--- src/rtl/decoder_scan_ctrl.sv ---
// Steps the decoder_2x4 select through its four codes, holding each for a latched dwell time.
// Optional DECODER_SCAN_REVERSE_DIR_EN adds a `dir` input for a downward 11->00 scan.
module decoder_scan_ctrl #(
    parameter int DWELL_W = 8
) (
    input  logic               clk,
    input  logic               reset,
    input  logic               start,
    input  logic               stop,
`ifdef DECODER_SCAN_REVERSE_DIR_EN
    input  logic               dir,
`endif
    input  logic               mode,
    input  logic [DWELL_W-1:0] dwell,
    output logic [1:0]         w,
    output logic               en,
    output logic               busy,
    output logic               done,
    output logic               step
);

    localparam logic [0:0] S_IDLE = 1'b0;
    localparam logic [0:0] S_SCAN = 1'b1;

    logic [0:0]         state;
    logic [DWELL_W-1:0] cnt;
    logic [DWELL_W-1:0] reload_l;
    logic               mode_l;
    logic               dir_l;
    logic               dir_in;
    logic [DWELL_W-1:0] reload_in;
    logic [1:0]         first_in;
    logic [1:0]         last_code;
    logic [1:0]         next_code;

`ifdef DECODER_SCAN_REVERSE_DIR_EN
    assign dir_in = dir;
`else
    assign dir_in = 1'b0;
`endif

    // The counter counts down to zero, so a code lasting N cycles reloads with N-1.
    assign reload_in = (dwell == '0) ? '0 : dwell - 1'b1;
    assign first_in  = {2{dir_in}};
    assign last_code = ~{2{dir_l}};
    assign next_code = dir_l ? w - 2'd1 : w + 2'd1;

    always_ff @(posedge clk) begin
        if (reset) begin
            state    <= S_IDLE;
            w        <= 2'b00;
            en       <= 1'b0;
            busy     <= 1'b0;
            done     <= 1'b0;
            step     <= 1'b0;
            cnt      <= '0;
            reload_l <= '0;
            mode_l   <= 1'b0;
            dir_l    <= 1'b0;
        end else begin
            done <= 1'b0;
            step <= 1'b0;
            case (state)
                S_IDLE: begin
                    if (start && !stop) begin
                        state    <= S_SCAN;
                        w        <= first_in;
                        en       <= 1'b1;
                        busy     <= 1'b1;
                        step     <= 1'b1;
                        cnt      <= reload_in;
                        reload_l <= reload_in;
                        mode_l   <= mode;
                        dir_l    <= dir_in;
                    end
                end
                S_SCAN: begin
                    if (stop) begin
                        state <= S_IDLE;
                        w     <= 2'b00;
                        en    <= 1'b0;
                        busy  <= 1'b0;
                    end else if (cnt != '0) begin
                        cnt <= cnt - 1'b1;
                    end else if (w != last_code) begin
                        w    <= next_code;
                        cnt  <= reload_l;
                        step <= 1'b1;
                    end else if (!mode_l) begin
                        state <= S_IDLE;
                        w     <= 2'b00;
                        en    <= 1'b0;
                        busy  <= 1'b0;
                        done  <= 1'b1;
                    end else begin
                        // Continuous wrap: pick up fresh dwell/dir for the next pass.
                        w        <= first_in;
                        cnt      <= reload_in;
                        reload_l <= reload_in;
                        dir_l    <= dir_in;
                        step     <= 1'b1;
                    end
                end
                default: state <= S_IDLE;
            endcase
        end
    end

endmodule

--- config.mk ---
export PLATFORM = sky130hd
export DESIGN_NAME = decoder_scan_ctrl
export DESIGN_NICKNAME = d
export VERILOG_FILES = /design/src/rtl/decoder_scan_ctrl.sv
export SDC_FILE = /design/constraint.sdc
export NUM_CORES = 1
export LEC_CHECK = 0
export CAP_MARGIN = 0
export CORE_UTILIZATION = 29
export DETAILED_ROUTE_END_ITERATION = 8
export PLACE_DENSITY = 0.49
export SLEW_MARGIN = 20
export SYNTH_ARGS = -nofsm -noshare
export SYNTH_HDL_FRONTEND = slang
export SYNTH_SLANG_ARGS = --single-unit
--- constraint.sdc ---
create_clock -name clk -period 3.1 [get_ports clk]
set_input_delay 0.775 -clock clk [delete_from_list [all_inputs] [get_ports clk]]
set_output_delay 0.775 -clock clk [all_outputs]
set_load 0.03 [all_outputs]
==> results <==
- The run finished with clean final reports.
- The cts-stage hold buffer count is 0.
- The critical path goes through clkdlybuf4s50_1 > nor3_1 > or3b_1 > mux2i_1 > o311a_1 > o32ai_1.
- Once detailed placement completed, the half-perimeter wirelength came to 2842 um.
- The aggregate global-route resource usage is 14.86%.
- The initial utilization of the core area, before any placement, comes to 30.43%.
- The number of antenna violations at the first check in global routing is 0.
- The complex-gate fraction of the synthesized area is 20.83%.
- Fill cells in the final layout number 542.
- The final cell count without fillers is 272.
- The first global-routing pass estimated 6237 um of wire.
- In this run the number of H-tree levels came out at 1.
- The analysis attributes to cell leakage a power of 0.6623 nW.
- The buffer levels on the longest clock path is 2.
- Counting flops with an async set or reset pin after synthesis yields a share of 0%.
- The adder-cell area share of the yosys netlist is 3.975%.
- The number of cells on the worst reg-to-reg path is 8.
- For this block, the routed nets add up to 3762 um of wire.
- Counting distinct cell types in the post-synthesis netlist gives 47.
- The number of antenna diodes in the final layout is 0.
- The number of instances in the placed design is 268.
- The slowest stage of the critical path is the sky130_fd_sc_hd__clkdlybuf4s50_1 cell.
- The most used flip-flop cell after synthesis is sky130_fd_sc_hd__dfxtp_1.
- The number of nets in the synthesized netlist is 203.
- At the placement stage, the worst setup path has a slack of 0.2654 ns.
- In the final layout, flip-flops and latches occupy 460.4 um^2.
- The number of cell rows is 26.
- The fraction of the mapped netlist area in simple logic gates is 26.63%.
- The portion of netlist area occupied by mux cells is 8.983%.
- The average cell area after synthesis is 8.508 um^2.
- The power density relative to cell area is 401.0 mW/mm^2.
- After clock tree synthesis, the repair step resized 0 gates.
- The later pin in the worst-skew pair is clocked with a latency of 0.27 ns.
- The area of the multi-input gates is 0.001003 mm^2.
- The die is 75.67 um wide.
- The cell family contributing the most delay on the critical path is simple AND/OR/NAND/NOR gates.
- The number of placed I/O pins is 19.
- The via count of the first global-routing pass was 1231.
- For this design, the sink count on the clock tree is 23.
- The die covers 0.005726 mm^2.
- The final sum of negative setup slack is 0 ns.
- The die is 75.67 um tall.
- For this block, the initial DRC count from the detailed router was 93.
- Across the VDD grid, the largest voltage drop is 0.2016 mV.
- The sequential cell area fraction in the yosys report is 29.25%.
- Across all setup checks in the final design, the least slack found is 0.5480 ns.
- Counting both buffers and inverters, the worst setup path holds a total of 1.
- By area, the combinational part of the netlist is dominated by simple AND/OR/NAND/NOR gates.
- The endpoint kind of the worst setup timing path is a flop.
- TritonCTS built the clock tree.
- The final cell utilization of the core is 35.87%.
- The delay of the slowest cell on the worst path is 0.48 ns.
- Summed over its instances, the top area cell type makes up 29.25% of the synthesized netlist area.
- The arrival time at the worst endpoint is 2.74 ns.
- For the worst setup path, the data required time is 3.29 ns.
- The relative slew slack is 65.55%.
- The remaining antenna violation count is 0.
- For this run, the post-layout net count is 221.
- The first detailed-routing pass ran for 4 iterations.
- Using the TritonRoute via totals, the vias-per-cell ratio works out to 5.044.
- Sorting the synthesized cells by how often they occur yields sky130_fd_sc_hd__nor2_1 (29), sky130_fd_sc_hd__dfxtp_1 (23), sky130_fd_sc_hd__mux2i_1 (13), sky130_fd_sc_hd__a21oi_1 (11).
- The maximum number of pins on one net before global-route repair is 16.
- The number of buffers inserted by port buffering is 18.
- The worst setup path is launched from an input port.
- The post-route netlist has 11.39% of its cells at a drive strength greater than 1.
- Buffers added to address setup during post-CTS repair amount to 0.
- The total grt overflow is 0.
- The placer's final routability congestion estimate is 0.7597.
- The critical path is of the input port to flop type.
- Buffers inserted during clock tree synthesis total 3.
- For the finished layout, the period the worst path requires is 2.552 ns.
- The pin slew with the least headroom to its limit is 0.5152 ns.
- The total number of vias is 1372.
- After clock tree synthesis, the clock-pin slew on the worst setup and hold paths is 0.09 ns.
- The floorplan step defined a core boundary enclosing 0.005172 mm^2.
- The area share of xor/xnor cells in the synthesized design is 3.339%.
- By area the synthesized netlist is led by sky130_fd_sc_hd__dfxtp_1 (29%), sky130_fd_sc_hd__mux2i_1 (8.3%), sky130_fd_sc_hd__nor2_1 (6.9%).
- After detailed routing, the average wire length per cell comes to 13.83 um.
- The setup clock skew after layout is 0.001991 ns.
- The synthesized flop and latch total is 23.
- The most instantiated library cell after synthesis is sky130_fd_sc_hd__nor2_1.
- The mapped netlist covers 0.001574 mm^2.
- The number of warnings printed during yosys synthesis is 0.
- After detailed routing, the number of remaining DRC violations is 0.
- The maximum clock rate is 0.3918 GHz.
- The most area-hungry cell type in the Yosys netlist is sky130_fd_sc_hd__dfxtp_1.
- The hold violation total from the final report is 0.
- The critical-path maximum fanout is 5.
- Setup repair after global routing left no endpoint under its margin.
- The post-synthesis cell count is 185.
- The overall power of the completed layout is 0.7441 mW.
- Along the worst hold path, the cell count comes to 2.
- The min-delay analysis places its worst path in the category flop to flop.
- The number of synthesized flops with an enable pin is 0.
- The count of pins over their slew limit is 0.
- The root cell of the clock tree is sky130_fd_sc_hd__clkbuf_8.
- The tool flagged a number of max-cap violations equal to 0.
- The critical path runs through a total of 6 cells.
- After layout, the worst path uses 82.32% of the clock period.
- The total of endpoints with negative setup slack in the final report is 0.
- The growth of design area from synthesis to finish is 17.89%.
cell usage in the layout, fill, tap and decap left out, types with 2 or more instances in the layout:
master,instances
sky130_fd_sc_hd__o21ai_0,6
sky130_fd_sc_hd__nand2b_1,7
sky130_fd_sc_hd__nor2b_1,2
sky130_fd_sc_hd__a211oi_1,4
sky130_fd_sc_hd__dfxtp_1,23
sky130_fd_sc_hd__clkbuf_8,3
sky130_fd_sc_hd__buf_4,6
sky130_fd_sc_hd__a21oi_1,11
sky130_fd_sc_hd__a211oi_2,2
sky130_fd_sc_hd__nand4_1,3
sky130_fd_sc_hd__nand2_1,8
sky130_fd_sc_hd__a2bb2oi_1,2
sky130_fd_sc_hd__inv_1,8
sky130_fd_sc_hd__xnor2_1,6
sky130_fd_sc_hd__a311oi_2,4
sky130_fd_sc_hd__o211ai_1,2
sky130_fd_sc_hd__o31a_1,2
sky130_fd_sc_hd__nor2_1,29
sky130_fd_sc_hd__mux2i_1,13
sky130_fd_sc_hd__nor3_1,3
sky130_fd_sc_hd__clkdlybuf4s50_1,18
sky130_fd_sc_hd__nand3_1,7
sky130_fd_sc_hd__and2_1,3
sky130_fd_sc_hd__or3_1,2
sky130_fd_sc_hd__nor3b_1,3
sky130_fd_sc_hd__ha_1,5
per-layer routing:
layer	routed length, um	GRT usage (%)
met4	45	3.086
met5	0	0
met2	1697	23.51
met1	1887	21.10
met3	132	2.778
report_power, final:
group / leakage, nW / switching [mW] / total, mW / internal (mW)
registers: 0.189 / 0.0197 / 0.332 / 0.313
clock network: 0.0217 / 0.110 / 0.201 / 0.0912
logic: 0.452 / 0.115 / 0.211 / 0.0958
cell families after synthesis:
logic type / Yosys count
buffers and inverters: 19
DFF: 23
and+or+nand+nor: 76
xor gates and xnor gates: 6
AOI/OAI and AO/OA: 42
muxes: 14
adders and majority gates: 5
per-stage QoR:
stage               instance area, um^2  hold WS (ns)
finish                             1856        0.4694
global route                       1856        0.4901
CTS                                1856        0.4728
detailed placement                 1807        0.4592
global placement                   1807        0.4629
floorplan                          1574        0.4396
tightest hold or removal path: stages, from the launching register on:
cell and delay [ns]:
sky130_fd_sc_hd__dfxtp_1 0.32, sky130_fd_sc_hd__nand2_1 0.05, sky130_fd_sc_hd__a21oi_1 0.05
area by class of cell:
class | instances | area share (%)
Multi-Input combinational cell | 143 | 54.08
Timing Repair Buffer | 24 | 12.14
Tap cell | 70 | 4.720
Clock buffer | 3 | 2.225
Clock inverter | 1 | 0.4046
Inverter | 8 | 1.618
Sequential cell | 23 | 24.81
state kept, by name, summed over array words and instances, names as in the netlist:
signal and count:
mode_l 1, cnt 8, w 2, state 1, step 1, busy 1
done 1, reload_l 8
path summary, 6_finish.rpt:
path | startpoint | end | slack, ns
hold / removal | mode_l | mode_l | 0.47
hold reg to reg | mode_l | mode_l | 0.47
setup reg to reg | cnt[0] | cnt[6] | 0.74
setup / recovery | dwell[3] | cnt[7] | 0.55
(Power assumes the default switching activity.)
